===== src/rtl/hsynth_capture_dma_sched.sv =====
// DMA request scheduler for the synth capture FIFO read side: picks burst or single
// requests from the fill level, tracks APB pops, and flags overruns and drain timeouts.
module hsynth_capture_dma_sched #(
    parameter int unsigned USEDW_W   = 4,
    parameter int unsigned BURST_LEN = 8,
    parameter int unsigned TIMEOUT   = 1023
) (
    input  logic               clk,
    input  logic               reset,
    input  logic               enable,
    input  logic               flush,
    input  logic [USEDW_W-1:0] fifo_used,
    input  logic               fifo_empty,
    input  logic               fifo_full,
    input  logic               fifo_read,
    input  logic               capture_write,
    input  logic               dma_ack,
    input  logic               irq_clear,
    output logic               dma_req,
    output logic               dma_single,
    output logic               overrun,
    output logic               timeout_err,
    output logic [7:0]         overrun_cnt,
    output logic [15:0]        words_xfer,
    output logic [1:0]         state
);

    localparam int unsigned RemW   = $clog2(BURST_LEN + 1);
    localparam int unsigned TimerW = $clog2(TIMEOUT + 1);

    localparam logic [1:0] StIdle   = 2'd0;
    localparam logic [1:0] StSingle = 2'd1;
    localparam logic [1:0] StBurst  = 2'd2;
    localparam logic [1:0] StDrain  = 2'd3;

    localparam logic [RemW-1:0]    BurstRemain = RemW'(BURST_LEN);
    localparam logic [TimerW-1:0]  TimerLast   = TimerW'(TIMEOUT - 1);
    localparam logic [USEDW_W:0]   BurstLevel  = (USEDW_W + 1)'(BURST_LEN);

    logic [1:0]        state_q, state_d;
    logic [RemW-1:0]   remain_q, remain_d;
    logic [TimerW-1:0] timer_q, timer_d;
    logic              req_q, req_d;
    logic              single_q, single_d;
    logic              overrun_q, overrun_d;
    logic              timeout_q, timeout_d;
    logic [7:0]        ovr_cnt_q, ovr_cnt_d;
    logic [15:0]       words_q, words_d;

    logic              pop;
    logic              ovr_set;
    logic              to_set;
    logic              burst_ready;
    logic [RemW-1:0]   remain_dec;

    assign pop         = fifo_read & ~fifo_empty;
    assign ovr_set     = capture_write & fifo_full;
    assign burst_ready = {1'b0, fifo_used} >= BurstLevel;
    // Pops beyond the outstanding count only bump words_xfer.
    assign remain_dec  = (pop && remain_q != '0) ? remain_q - RemW'(1) : remain_q;

    always_comb begin
        state_d  = state_q;
        remain_d = remain_q;
        timer_d  = timer_q;
        to_set   = 1'b0;
        if (flush) begin
            state_d  = StIdle;
            remain_d = '0;
            timer_d  = '0;
        end else begin
            case (state_q)
                StIdle: begin
                    timer_d = '0;
                    if (enable) begin
                        if (burst_ready) begin
                            state_d  = StBurst;
                            remain_d = BurstRemain;
                        end else if (!fifo_empty) begin
                            state_d  = StSingle;
                            remain_d = RemW'(1);
                        end
                    end
                end
                StSingle, StBurst: begin
                    if (dma_ack) begin
                        state_d = StDrain;
                        timer_d = '0;
                    end
                end
                StDrain: begin
                    // A final pop on the timeout cycle completes normally.
                    if (remain_dec == '0) begin
                        state_d  = StIdle;
                        remain_d = '0;
                        timer_d  = '0;
                    end else if (timer_q == TimerLast) begin
                        state_d  = StIdle;
                        remain_d = '0;
                        timer_d  = '0;
                        to_set   = 1'b1;
                    end else begin
                        remain_d = remain_dec;
                        timer_d  = timer_q + TimerW'(1);
                    end
                end
                default: begin
                    state_d  = StIdle;
                    remain_d = '0;
                    timer_d  = '0;
                end
            endcase
        end
    end

    assign req_d    = (state_d == StBurst);
    assign single_d = (state_d == StSingle);

    always_comb begin
        words_d = flush ? 16'd0 : words_q + 16'(pop);

        overrun_d = overrun_q;
        ovr_cnt_d = ovr_cnt_q;
        // Set beats clear when both land on the same cycle.
        if (ovr_set) begin
            overrun_d = 1'b1;
            if (irq_clear) begin
                ovr_cnt_d = 8'd1;
            end else if (ovr_cnt_q != 8'hff) begin
                ovr_cnt_d = ovr_cnt_q + 8'd1;
            end
        end else if (irq_clear) begin
            overrun_d = 1'b0;
            ovr_cnt_d = 8'd0;
        end

        timeout_d = timeout_q;
        if (to_set) begin
            timeout_d = 1'b1;
        end else if (irq_clear) begin
            timeout_d = 1'b0;
        end
    end

    always_ff @(posedge clk or posedge reset) begin
        if (reset) begin
            state_q   <= StIdle;
            remain_q  <= '0;
            timer_q   <= '0;
            req_q     <= 1'b0;
            single_q  <= 1'b0;
            overrun_q <= 1'b0;
            timeout_q <= 1'b0;
            ovr_cnt_q <= 8'd0;
            words_q   <= 16'd0;
        end else begin
            state_q   <= state_d;
            remain_q  <= remain_d;
            timer_q   <= timer_d;
            req_q     <= req_d;
            single_q  <= single_d;
            overrun_q <= overrun_d;
            timeout_q <= timeout_d;
            ovr_cnt_q <= ovr_cnt_d;
            words_q   <= words_d;
        end
    end

    assign state       = state_q;
    assign dma_req     = req_q;
    assign dma_single  = single_q;
    assign overrun     = overrun_q;
    assign timeout_err = timeout_q;
    assign overrun_cnt = ovr_cnt_q;
    assign words_xfer  = words_q;

endmodule


===== config.mk =====
export PLATFORM = sky130hd
export DESIGN_NAME = hsynth_capture_dma_sched
export DESIGN_NICKNAME = d
export VERILOG_FILES = /design/src/rtl/hsynth_capture_dma_sched.sv
export SDC_FILE = /design/constraint.sdc
export NUM_CORES = 1
export LEC_CHECK = 0
export ABC_AREA = 1
export BUFFER_PORTS_ARGS = -buffer_cell sky130_fd_sc_hd__buf_2
export CAP_MARGIN = 10
export CORE_UTILIZATION = 45
export CTS_CLUSTER_SIZE = 25
export DETAILED_ROUTE_END_ITERATION = 12
export GPL_ROUTABILITY_DRIVEN = 0
export PLACE_DENSITY = 0.72
export SYNTH_ARGS = -nofsm -noshare
export SYNTH_HDL_FRONTEND = slang
export SYNTH_SLANG_ARGS = --single-unit

===== constraint.sdc =====
create_clock -name clk -period 2.59 [get_ports clk]
set_input_delay 0.3885 -clock clk [delete_from_list [all_inputs] [get_ports clk]]
set_output_delay 0.3885 -clock clk [all_outputs]
set_load 0.005 [all_outputs]

Word-level counts from Yosys, hierarchy flattened

Index checks and enable logic that the tools add are counted.

Word-level logic and storage cells: 71
Output and inout port bits: 30
Register bits: 44
Input port bits: 14

Equality and inequality tests: 10
Reduce and logical (&&, ||, !) cells: 11
Order comparisons: 1
Bitwise logic cells: 3
Multiplexer cells: 33
Add/sub/neg operators: 4

Operator list:

| operator                                                            | number |
|---|---|
| 10-bit 2-to-1 mux                                                   | 4 |
| 8-bit 2-to-1 mux                                                    | 4 |
| 10-bit one-hot mux with 3 select lines                              | 1 |
| 4-bit 2-to-1 mux                                                    | 7 |
| 16-bit by 1-bit adder with 16-bit output                            | 1 |
| 16-bit 2-to-1 mux                                                   | 1 |
| 2-bit 2-to-1 mux                                                    | 7 |
| 10-bit by 1-bit adder with 10-bit output (second input constant)    | 1 |
| 10-bit == test (second input constant)                              | 1 |
| 8-bit by 1-bit adder with 8-bit output (second input constant)      | 1 |
| 8-bit inequality test (second input constant)                       | 1 |
| 4-bit one-hot mux with 2 select lines                               | 1 |
| 1-bit 2-to-1 mux                                                    | 7 |
| 2-bit == test (second input constant)                               | 3 |
| 3-bit inequality test (second input constant)                       | 2 |
| 2-bit one-hot mux with 3 select lines                               | 1 |
| 2-bit nonzero test                                                  | 3 |
| 2-bit by 1-bit == test with 1-bit output (second input constant)    | 2 |
| 4-bit >= comparator (second input constant)                         | 1 |
| 4-bit zero test                                                     | 1 |
| 4-bit inequality test (second input constant)                       | 1 |
| 4-bit nonzero test                                                  | 1 |
| 4-bit by 1-bit subtractor with 4-bit output (second input constant) | 1 |
| 3-bit AND reduction                                                 | 1 |
| other kinds (7)                                                     | 8 |

Depth between registers and ports, before layout

Gate-level depths: netlist (run 1).

Word-level depth: 9
Gate-level depth with buffers: 16
Gate-level depth less buffers: 16

Worst setup path after synthesis (run 1)

No wires, ideal clock.

Kind: input to register
From: input port fifo_empty
To: register words_q[14], in the netlist words_xfer[14]
Buffers on the path: 0
Slack: 752 ps
Setup time: 118 ps
Data required time: 2472 ps
Arrival: 1720 ps
Cell stages on the path: 16
Cells stage by stage: inv_1 nand2_1 inv_2 ha_1 ha_1 nand2_2 nor2_4 nand2_2 nor2_2 nand2_2 nor2_4 nand2_2 nor2_2 nand2_1 nand2_1 nor2_2

Longest elaborated chain between the ends: 4

Ends and longest elaborated chain:

| what                                     | line | source |
|---|---|---|
| start, declared                          | 13   | `input logic fifo_empty,` |
| 1-bit inverter                           | 56   | `assign pop = fifo_read & ~fifo_empty;` |
| 1-bit AND                                | 56   |  |
| 16-bit by 1-bit adder with 16-bit output | 120  | `words_d = flush ? 16'd0 : words_q + 16'(pop);` |
| 16-bit 2-to-1 mux                        | 120  |  |
| net words_d[14]                          | 48   | `logic [15:0] words_q, words_d;` |
| end signal, assigned                     | 165  | `words_q <= words_d;` |
| end, declared                            | 48   |  |

The timed path passes the listed nets, and every way through them passes these cells.
A chain may end at the register's enable or synchronous reset.

Worst setup path after layout (run 1)

Same ends and word-level chain as after synthesis.

==> results of run 1 <==
-- per-stage QoR --
stage | power [uW] | cell area, sq um | utilization [%] | worst slack [ns]
finish | 1561 | 2859 | 55.27 | 0.7853
global route | 1675 | 2859 | 55.27 | 0.5461
CTS | 1573 | 2831 | 54.74 | 0.7835
detailed placement | 1155 | 2750 | 53.17 | 0.4725
global placement | 1145 | 2750 | 53.17 | 0.4796
floorplan | 1051 | 2456 | - | 0.7517
-- layer usage --
| layer | up-vias | global-route usage [%] | share of wire, % |
|---|---|---|---|
| li1 | 1096 | - | - |
| met2 | 51 | 32.55 | 47 |
| met1 | 973 | 25.13 | 47 |
| met5 | - | 0 | 0 |
| met3 | 5 | 4.630 | 4.8 |
| met4 | 0 | 6.173 | 1.1 |
-- final cells by class --
class | instances | area (sq um)
fillers | 486 | 2313
repair buffers | 43 | 242.7
well taps | 70 | 87.58
clock buffers | 5 | 68.82
multi-input cells | 213 | 1151
inverters | 52 | 195.2
clock inverters | 2 | 12.51
flip-flops and latches | 44 | 1101
-- state kept, by name, summed over array words and instances, names as in the netlist --
name / count
dma_req: 1
timer_q: 10
remain_q: 4
overrun: 1
words_xfer: 16
state: 2
dma_single: 1
timeout_err: 1
overrun_cnt: 8
-- cells by family after synthesis --
logic type,Yosys count,share of synthesized area [%]
fa+ha+maj,8,4.076
compound gates,51,11.97
simple gates,143,26.90
flops,44,44.83
xor+xnor,11,3.922
buf+inv,54,8.303
-- critical path: cells and delay by family --
family        cells  cell delay [ns]
fa+ha+maj         2             0.43
buf+inv           3             0.23
simple gates     12             0.95
-- synth_stat cells, types with 5 or more instances --
library cell	instances
nand2_1	67
inv_1	48
dfrtp_1	44
nor2_1	30
o22ai_1	14
a21oi_1	13
nand3_1	13
o21ai_0	12
xor2_1	10
ha_1	8
nand2_2	8
nor3_1	7
nor2_2	5
-- power by group --
part / leakage, uW / switching [uW] / total [uW] / internal, uW
clock network: 0.0000400 / 230 / 412 / 183
logic: 0.000775 / 256 / 396 / 140
registers: 0.000605 / 28.1 / 753 / 725
total: 0.00142 / 513 / 1560 / 1050
-- worst max-delay path by stage --
stage,startpoint,to,slack [ns],depth (start not counted)
2_1_floorplan,fifo_empty,words_xfer[14]$_DFF_PP0_,0.75,16
3_3_place_gp,fifo_empty,words_xfer[14]$_DFF_PP0_,0.48,17
3_5_place_dp,fifo_empty,words_xfer[14]$_DFF_PP0_,0.47,17
4_1_cts,fifo_empty,words_xfer[14]$_DFF_PP0_,0.78,17
5_1_grt,fifo_empty,words_xfer[14]$_DFF_PP0_,0.55,17
6_report,fifo_empty,words_xfer[14]$_DFF_PP0_,0.79,17
==> flow_summary.ini, run 1 <==
[setup_path]
crit_required_ns = 2.78
cp.arrival_ns = 1.99
cp_slowest_cell = ha_1
worst_path_largest_cell_delay_ns = 0.22
path_class = in -> reg
cpMostUsedCell = nand2_2
crit_chain = buf_2, inv_1, nand2_1, inv_2, ha_1, ha_1, nand2_2, nor2_4, nand2_2, nor2_2, nand2_2, nor2_4, nand2_2, nor2_2, nand2_1, nand2_1, nor2_2
reg2reg_depth = 10
reg2reg_slack_ns = 0.81
path_max_fanout = 5
r2r-end = timer_q[5]$_DFFE_PP0P_
end_kind = register
worstSetupStartpointType = input port
r2r-start = remain_q[0]$_DFFE_PP0P_

[clock_network]
cts.repair.resized = 0
cts_hold_buf = 0
ctsHtreeMaxLevel = 2
clockRootBuffer = clkbuf_8
clk_path_buf_depth = 2
clk_latency_ns = 0.29
cts_buffers = 5
clkSlewWorstSetupHoldPaths_ns = 0.09
clock-sinks = 44
cts_setup_buffers = 0
cts_tree = yes

[cells_and_area]
syn_to_final_growth_pct = 16.40
fin_nets = 381
drive_gt1_share_pct = 21.45
final_common_cell = nand2_1
fin_cells = 429
n_antenna_cell = 0
final_cell_mix = 67 x nand2_1, 47 x inv_1, 44 x dfrtp_1

[timing]
finalSetupViolCount = 0
timing.fmax_ghz = 0.5541
maxSlewHeadroom_pct = 61.05
holdWs_ns = 0.06990
timing.final.hold_violations = 0
worstMarginPinSlew_ns = 0.5807
setup_tns_ns = 0
final.min_clock_period_ns = 1.805
fin_skew_ns = 0.006647
rsz0062_at_grt = false
period_share_pct = 69.68
slew_viol_final = 0

[power_and_ir_drop]
p_leak_uw = 0.001420
worst_ir_drop_vdd_v = 0.0004753
p_per_area_nw_per_um2 = 546.0

[drt]
wire_per_inst_um = 11.43
drt-total-wl_mm = 4.902
drc_errors = 0
drt-vias-per-instance = 4.953
drtAntennaViolNets = 0
firstDrtPassIters = 4
vias = 2125
drtIter0Drc = 58

[placed_design]
dpl.hpwl_mm = 3.667
place.port_buffers = 40
place_inst = 421

[floorplan]
start_util_pct = 47.48
rows = 26
die_w_um = 75.88
die-area_sq_um = 5758
num_io_pins = 44
core-area_sq_um = 5172
dieHeight_um = 75.88

[yosys]
synth_flop_cell = dfrtp_1
synthArstFlopShare_pct = 100.0
yosysWarnings = 0
ys_seq_area_share_pct = 44.83
synth_top_cell_area_share_pct = 44.83
syn_area_sq_um = 2456
synth_edf_count = 0
syn_inst = 311
yosysTopAreaCell = dfrtp_1
syn_area_per_cell_sq_um = 7.897
ys_ff_latch = 44
synth_nets = 333
synth_area_leaders = dfrtp_1 45%, nand2_1 10%, inv_1 7.3%
synth_cell_types = 30

[global_route]
grt_max_degree = 32
antenna_found_initial = 0
grt_usage_pct = 19.54
grt_pass1_vias = 1950
grt_first_pass_wirelength_mm = 8.459
grt_overflow = 0

[flow_run]
cap_violations = 0

[status]
status = finished, final reports clean

[worst_hold_path]
hold_path.class = in -> async
(Power assumes the default switching activity.)
==> inputs of run 2 (changes only) <==
Settings changed: PLACE_DENSITY 0.72 to 0.74.
Clock period 2.59 ns to 1.5 ns, I/O delays scaled along.
==> flow_summary.ini, run 2 (synthesis results as in run 1) <==
[status]
status = finished, violations left
failed_checks = setup timing

[timing]
fin_skew_ns = 0.008546
worstMarginPinSlew_ns = 0.4032
timing.fmax_ghz = 0.5866
setup_tns_ns = -2.003
timing.final.hold_violations = 0
fin_ws_ns = -0.2048
maxSlewHeadroom_pct = 73.12
finalSetupViolCount = 23
final.min_clock_period_ns = 1.705
rsz0062_at_grt = true
period_share_pct = 113.7
slew_viol_final = 0

[cells_and_area]
n_antenna_cell = 0
largest_reg_flops = 16
final_cell_mix = 48 x nand2_1, 44 x dfrtp_1, 40 x inv_1, 40 x buf_2, 37 x buf_4
drive_gt1_share_pct = 44.55
syn_to_final_growth_pct = 45.70
multi_input_area_sq_um = 1509
seq_area_sq_um = 1101
final_common_cell = nand2_1
fillers = 408
fin_nets = 425

[clock_network]
cts_buffers = 5
clockRootBuffer = clkbuf_8
clk_latency_ns = 0.30
cts_tree = yes
clock-sinks = 44
clk_path_buf_depth = 2
clkSlewWorstSetupHoldPaths_ns = 0.09
ctsHtreeMaxLevel = 2

[setup_path]
end_kind = register
r2r-start = words_xfer[0]$_DFF_PP0_
path_depth = 13
path_max_fanout = 3
reg2reg_depth = 13
worstSetupStartpointType = register
cp_slowest_cell = dfrtp_1
crit_family = simple AND/OR/NAND/NOR gates
worst_path_largest_cell_delay_ns = 0.40
crit_required_ns = 1.70
worst-path-buf-inv = 0
crit_chain = ha_4, ha_4, nand2_4, nor2_4, nand2_2, nor2_4, nand2_2, nor2_4, nand2_2, nor2_2, nand2_1, nand2_1, nor2_2
path_class = reg -> reg
cp.arrival_ns = 1.91
critPathLaunch = words_xfer[0]$_DFF_PP0_

[drt]
wire_per_inst_um = 13.10
firstDrtPassIters = 4
drtAntennaViolNets = 0
drc_errors = 0
drt-vias-per-instance = 5.059
drt-total-wl_mm = 6.211
vias = 2398
drtIter0Drc = 78

[floorplan]
start_util_pct = 47.48
die_w_um = 75.88
num_io_pins = 44
rows = 26
dieHeight_um = 75.88
die-area_sq_um = 5758
core-area_sq_um = 5172

[placed_design]
dpl.hpwl_mm = 3.882
pre_cts_ws_ns = -0.2874
place.port_buffers = 40

[global_route]
grt_overflow = 0
grt_first_pass_wirelength_mm = 8.921
grt_usage_pct = 20.59
antenna_found_initial = 0
grt_max_degree = 45
grt_pass1_vias = 2127

[power_and_ir_drop]
seqPwrFrac_pct = 38.0
worst_ir_drop_vdd_v = 0.0008045
combPwrFrac_pct = 39.2
p_leak_uw = 0.001722
clockPowerShare_pct = 22.8
p_sw_share_pct = 35.45
p_per_area_nw_per_um2 = 958.8
p_int_uw = 2215
p_sw_uw = 1216

[worst_hold_path]
hold_path.class = in -> reg
hold_depth = 2
min-delay-start = irq_clear

[flow_run]
cap_violations = 0
run 2: layout make-up:
class,instances,area share [%]
clock buffer,7,2.413
clock inverter,1,0.2098
inverter,52,5.594
multi-input combinational,214,42.17
sequential,44,30.77
tap,70,2.448
timing repair buffer,86,16.40
run 2: power groups by stage:
stage,logic (uW),registers [uW],clock network (uW)
floorplan,499,1320,0
global placement,794,1320,0
detailed placement,815,1320,0
CTS,1010,1300,811
global route,1460,1310,840
finish,1340,1300,782
run 2: per-stage QoR:
step                std cells  cell area, sq um  power, uW  hold slack, ns  utilization (%)
floorplan                 311              2486       1820          0.2914                -
global placement          448              2995       2111          0.2810            57.91
detailed placement        448              2995       2135          0.2856            57.91
CTS                       469              3289       3124          0.1455            63.59
global route              474              3578       3615          0.1791            69.18
finish                    474              3578       3431          0.1705            69.18
run 2: layer usage:
metal  routed length (um)  track usage [%]  share of wire [%]
met2                 3255            35.50                 52
met3                  238            3.042                3.8
met4                  129            10.29                2.1
met1                 2588            25.04                 42
met5                    0                0                  0
run 2: worst paths after layout:
kind                                                   end  slack, ns
worst max-delay path              words_xfer[14]$_DFF_PP0_      -0.20
max in group asynchronous           timer_q[2]$_DFFE_PP0P_       0.78
worst min register to register         overrun$_DFFE_PP0P_       0.49
min in group asynchronous          words_xfer[1]$_DFF_PP0_       0.49
worst max register to register    words_xfer[14]$_DFF_PP0_      -0.20
worst min-delay path            overrun_cnt[6]$_DFFE_PP0P_       0.17
run 2: repair_timing:
item,CTS,global route
gates resized for setup,30,66
endpoints found under the setup margin,23,37
hold buffers,1,0
pin swaps,18,24
endpoints found under the hold margin,44,0
setup buffers,11,7
gates cloned,1,0
run 2: worst reg2reg max path, cell delays in order, from the launching register on:
cell	delay, ns
dfrtp_1	0.40
ha_4	0.16
ha_4	0.14
nand2_4	0.06
nor2_4	0.10
nand2_2	0.09
nor2_4	0.12
nand2_2	0.09
nor2_4	0.11
nand2_2	0.07
nor2_2	0.10
nand2_1	0.05
nand2_1	0.07
nor2_2	0.04
